--- src/rtl/core_mem_rd_arbiter.sv ---
// Two-master AXI-lite read arbiter (M0 = fetch, M1 = load) onto one memory read port.
// One transaction in flight; the grant is held from arbitration through the R handshake.

module core_mem_rd_arbiter_port #(
  parameter int AXI_DWIDTH = 32
) (
  input  logic                  gnt,
  input  logic                  in_addr,
  input  logic                  in_data,
  input  logic                  s_arready,
  input  logic                  s_rvalid,
  input  logic [AXI_DWIDTH-1:0] s_rdata,
  input  logic [1:0]            s_rresp,
  output logic                  arready,
  output logic                  rvalid,
  output logic [AXI_DWIDTH-1:0] rdata,
  output logic [1:0]            rresp
);
  assign arready = in_addr & gnt & s_arready;
  assign rvalid  = in_data & gnt & s_rvalid;
  assign rdata   = s_rdata;
  assign rresp   = s_rresp;
endmodule

module core_mem_rd_arbiter #(
  parameter int AXI_AWIDTH = 4,
  parameter int AXI_DWIDTH = 32,
  parameter int ARB_RR     = 0,
  parameter int MAX_WAIT   = 4
) (
  input  logic                  CLK,
  input  logic                  NRST,
  input  logic [AXI_AWIDTH-1:0] M0_ARADDR,
  input  logic                  M0_ARVALID,
  output logic                  M0_ARREADY,
  output logic [AXI_DWIDTH-1:0] M0_RDATA,
  output logic [1:0]            M0_RRESP,
  output logic                  M0_RVALID,
  input  logic                  M0_RREADY,
  input  logic [AXI_AWIDTH-1:0] M1_ARADDR,
  input  logic                  M1_ARVALID,
  output logic                  M1_ARREADY,
  output logic [AXI_DWIDTH-1:0] M1_RDATA,
  output logic [1:0]            M1_RRESP,
  output logic                  M1_RVALID,
  input  logic                  M1_RREADY,
  output logic [AXI_AWIDTH-1:0] S_ARADDR,
  output logic                  S_ARVALID,
  input  logic                  S_ARREADY,
  input  logic [AXI_DWIDTH-1:0] S_RDATA,
  input  logic [1:0]            S_RRESP,
  input  logic                  S_RVALID,
  output logic                  S_RREADY,
  output logic [1:0]            GNT
);
  localparam int NM = 2;

  typedef enum logic [1:0] {
    ST_IDLE = 2'd0,
    ST_ADDR = 2'd1,
    ST_DATA = 2'd2
  } state_t;

  state_t     state, state_nx;
  logic [1:0] gnt_q;
  logic [3:0] wait_q;
  logic       last_q;   // 1: M1 was granted last
  logic       win_m1;
  logic       win_arvalid;
  logic       win_rready;
  logic       in_addr;
  logic       in_data;

  logic [NM-1:0]                 arvalid;
  logic [NM-1:0]                 rready;
  logic [NM-1:0]                 arready;
  logic [NM-1:0]                 rvalid;
  logic [NM-1:0][AXI_DWIDTH-1:0] rdata;
  logic [NM-1:0][1:0]            rresp;

  assign arvalid = {M1_ARVALID, M0_ARVALID};
  assign rready  = {M1_RREADY, M0_RREADY};

  assign win_arvalid = |(gnt_q & arvalid);
  assign win_rready  = |(gnt_q & rready);

  // Winner selection; only consumed in IDLE when at least one master requests.
  always_comb begin
    win_m1 = 1'b0;
    if (ARB_RR != 0) begin
      if (M0_ARVALID && M1_ARVALID) win_m1 = ~last_q;
      else                          win_m1 = M1_ARVALID;
    end else begin
      if (M0_ARVALID && (wait_q == 4'(MAX_WAIT))) win_m1 = 1'b0;
      else                                         win_m1 = M1_ARVALID;
    end
  end

  always_ff @(posedge CLK) begin
    if (!NRST) state <= ST_IDLE;
    else       state <= state_nx;
  end

  always_comb begin
    state_nx = state;
    case (state)
      ST_IDLE: if (|arvalid) state_nx = ST_ADDR;
      ST_ADDR: begin
        if (!win_arvalid)   state_nx = ST_IDLE;
        else if (S_ARREADY) state_nx = ST_DATA;
      end
      ST_DATA: if (S_RVALID && win_rready) state_nx = ST_IDLE;
      default: state_nx = ST_IDLE;
    endcase
  end

  // Qualifiers are forced low while NRST is asserted so the reset cycle is quiet.
  always_comb begin
    in_addr = 1'b0;
    in_data = 1'b0;
    if (NRST) begin
      case (state)
        ST_ADDR: in_addr = 1'b1;
        ST_DATA: in_data = 1'b1;
        default: ;
      endcase
    end
  end

  always_ff @(posedge CLK) begin
    if (!NRST) begin
      gnt_q  <= 2'b00;
      wait_q <= 4'd0;
      last_q <= 1'b1;
    end else begin
      case (state)
        ST_IDLE: begin
          if (|arvalid) begin
            gnt_q  <= win_m1 ? 2'b10 : 2'b01;
            last_q <= win_m1;
            if (!win_m1)                    wait_q <= 4'd0;
            else if (M0_ARVALID && wait_q != 4'hf) wait_q <= wait_q + 4'd1;
          end
        end
        ST_ADDR: if (!win_arvalid) gnt_q <= 2'b00;
        ST_DATA: if (S_RVALID && win_rready) gnt_q <= 2'b00;
        default: gnt_q <= 2'b00;
      endcase
    end
  end

  assign GNT       = gnt_q;
  assign S_ARADDR  = gnt_q[1] ? M1_ARADDR : M0_ARADDR;
  assign S_ARVALID = in_addr & win_arvalid;
  assign S_RREADY  = in_data & win_rready;

  for (genvar g = 0; g < NM; g++) begin : g_port
    core_mem_rd_arbiter_port #(.AXI_DWIDTH(AXI_DWIDTH)) u_port (
      .gnt       (gnt_q[g]),
      .in_addr   (in_addr),
      .in_data   (in_data),
      .s_arready (S_ARREADY),
      .s_rvalid  (S_RVALID),
      .s_rdata   (S_RDATA),
      .s_rresp   (S_RRESP),
      .arready   (arready[g]),
      .rvalid    (rvalid[g]),
      .rdata     (rdata[g]),
      .rresp     (rresp[g])
    );
  end

  assign M0_ARREADY = arready[0];
  assign M0_RVALID  = rvalid[0];
  assign M0_RDATA   = rdata[0];
  assign M0_RRESP   = rresp[0];
  assign M1_ARREADY = arready[1];
  assign M1_RVALID  = rvalid[1];
  assign M1_RDATA   = rdata[1];
  assign M1_RRESP   = rresp[1];

endmodule

--- config.mk ---
export PLATFORM = sky130hd
export DESIGN_NAME = core_mem_rd_arbiter
export DESIGN_NICKNAME = d
export VERILOG_FILES = /design/src/rtl/core_mem_rd_arbiter.sv
export SDC_FILE = /design/constraint.sdc
export NUM_CORES = 1
export LEC_CHECK = 0
export ABC_AREA = 1
export BUFFER_PORTS_ARGS = -buffer_cell sky130_fd_sc_hd__buf_2
export CAP_MARGIN = 30
export CORE_ASPECT_RATIO = 0.9
export CORE_MARGIN = 10
export CORE_UTILIZATION = 37
export DETAILED_ROUTE_END_ITERATION = 12
export PLACE_DENSITY_LB_ADDON = 0.15
export SLEW_MARGIN = 20
export SYNTH_ARGS = -nofsm -noshare
export SYNTH_HDL_FRONTEND = slang
export SYNTH_SLANG_ARGS = --single-unit
--- constraint.sdc ---
create_clock -name CLK -period 2.3 [get_ports CLK]
set_input_delay 0.115 -clock CLK [delete_from_list [all_inputs] [get_ports CLK]]
set_output_delay 0.115 -clock CLK [all_outputs]
set_load 0.02 [all_outputs]
==> results.yml <==
cells_and_area:
  diodes: 0
  area_delta_synth_final_pct: -28.32
  final_area_sq_um: 829.5
  drive_above_1_share_pct: 28.78
  seq_area_sq_um: 160.2
  finalNetCount: 193
  multi_input_area_sq_um: 395.4
  final_util_pct: 27.48
  stdcell_count: 181
  n_fill_cell: 361
power:
  p_per_area_nw_per_um2: 533.7
  ir_drop_mv: 0.1972
  leakagePower_nw: 0.4703
sta:
  setup_viol: 0
  relSlewSlack_pct: 81.04
  min_period_ps: 1425
  rsz0062_at_grt: "no"
  tightest_slew_ps: 284.1
  finalSetupTns_ps: 0
  finalHoldViolCount: 0
  slew_violations: 0
  fin_crit_sh_pct: 61.96
  skew_ps: 4.812
  fmax_ghz: 0.7017
worst_setup_path:
  critPathTopFamily: "flip-flops"
  slowest_delay_ps: 480
  crit_chain: "inv_1 -> nor3_1 -> buf_2"
  cp-start-kind: "flip-flop"
  cpMaxStageDelayCell: "dfxtp_1"
  worst-setup-path-type: "reg -> out"
  end_kind: "output pin"
  critPathArrivalTime_ps: 1310
  cp.required_ps: 2180
  path_max_fanout: 9
  cp.buffers_inverters: 2
global_route:
  grt_pass1_vias: 752
  overflow: 0
  grt_max_degree: 10
  grt_pass1_wl_microns: 3629
  grt_usage_pct: 7.789
  antenna_found_initial: 0
yosys:
  synth_top_area_share_pct: 46.05
  synth.net_count: 233
  synth-edff-count: 0
  synth_cell_types: 18
  yosysTopAreaCell: "buf_4"
  yosys-top-cells-count: "buf_4, nand2_1, nor2_1, inv_1"
  synth_cells: 181
  synth_top_flop_cell: "dfxtp_1"
  ys_async_sr_fraction_pct: 0
  yosysSeqAreaShare_pct: 13.84
  synthTopCellsByArea: "buf_4, dfxtp_1, nand2_1, nor2_1, inv_1"
  netlist_area_sq_um: 1157
  ys_ff_latch: 8
  synth_most_common_cell: "buf_4"
  ys.warnings.count: 0
  post_synth.cell_area_avg_sq_um: 6.394
placement:
  place_inst: 178
  dp_hpwl_microns: 1981
  dpl_cell_area_sq_um: 807.0
  place.gp.congestion: 0.7632
  io_buffers: 27
routing:
  vias: 802
  wl_per_cell_microns: 12.85
  avgViaCountPerCell: 4.431
  drt-total-wl_microns: 2325
  drt_iter0_drc: 29
  drt_pass1_iterations: 6
  route.detailed.drc: 0
  antenna_left: 0
die:
  rows: 19
  start_util_pct: 38.33
  dieWidth_microns: 78.96
  die_y_microns: 73.06
  io_pins: 130
  die-area_sq_um: 5768
  coreArea_sq_um: 3019
cts:
  cts_inserted_buffers: 3
  ctsHoldBuffers: 0
  cts-resized-gates: 0
  cts_sinks: 8
  cts_setup_buffers: 0
  clk_latency_ps: 260
  path_clk_slew_ps: 60
  cts_tree: "done"
  clock-root-buffer: "clkbuf_4"
  cts-htree-levels: 1
  cts_buffer_depth: 2
outcome:
  status: "finished, final reports clean"
min_path:
  hp-class: "in -> reg"
flow_run:
  maxCapViolCount: 0
cell usage in the layout (no fill, tap or decap):
cell type,n
a21oi_1,4
a21oi_2,1
buf_2,27
clkbuf_4,3
dfxtp_1,8
ha_1,2
inv_1,15
inv_2,2
nand2_1,39
nand2_2,2
nand3_1,8
nand3_2,2
nand4_1,1
nor2_1,17
nor2_2,2
nor2_4,1
nor3_1,4
xor2_1,1
layer usage:
metal / up-vias / part of all wire [%] / global-route usage (%)
li1: 394 / - / -
met3: 27 / 19 / 6.158
met4: 0 / 5.2 / 7.157
met2: 51 / 36 / 9.945
met5: - / 0 / 0
met1: 330 / 39 / 7.884
through the flow:
| step | power (mW) | hold slack [ps] | setup slack, ps |
|---|---|---|---|
| after floorplan | 0.4661 | 342.6 | 1097 |
| after global placement | 0.3361 | 230.2 | 1026 |
| after detailed placement | 0.3372 | 230.2 | 983.7 |
| after CTS | 0.4530 | 148.1 | 838.9 |
| after global routing | 0.4857 | 164.1 | 721.0 |
| final | 0.4427 | 153.0 | 874.9 |
flip-flops by register name, indices dropped and copies added (netlist names):
register / cells
GNT: 2
wait_q: 4
state: 2
path summary, 6_finish.rpt:
check,from,to,slack [ps],cells past startpoint
setup / recovery,GNT[1],M1_ARREADY,870,3
hold / removal,NRST,GNT[0],150,3
setup reg to reg,wait_q[0],wait_q[1],980,10
hold reg to reg,state[1],state[1],480,2
tightest hold or removal path: cells and delay by family:
family	cells	cell delay, ps
buf+inv	1	150
simple gates	2	110
cells by family (layout without fill, tap and decap cells):
logic type | Yosys count | count (layout) | share of synthesized area, %
buffers and inverters | 89 | 47 | 52.00
AND/OR/NAND/NOR | 76 | 76 | 28.76
flip-flops | 8 | 8 | 13.84
AO/OA/AOI/OAI | 5 | 5 | 2.487
adder cells (fa/ha/maj) | 2 | 2 | 2.162
XOR/XNOR | 1 | 1 | 0.7569
final cells by class:
type / count / area share, %
Tap cell: 42 / 6.335
Timing Repair Buffer: 27 / 16.29
Sequential cell: 8 / 19.31
Clock buffer: 3 / 2.715
Inverter: 17 / 7.692
Multi-Input combinational cell: 84 / 47.66
power breakdown:
part | leakage, nW | internal, mW | switching [mW]
clock network | 0.0138 | 0.0600 | 0.0515
registers | 0.0659 | 0.155 | 0.0164
logic | 0.391 | 0.0571 | 0.103
Power figures use the tool's default switching activity.
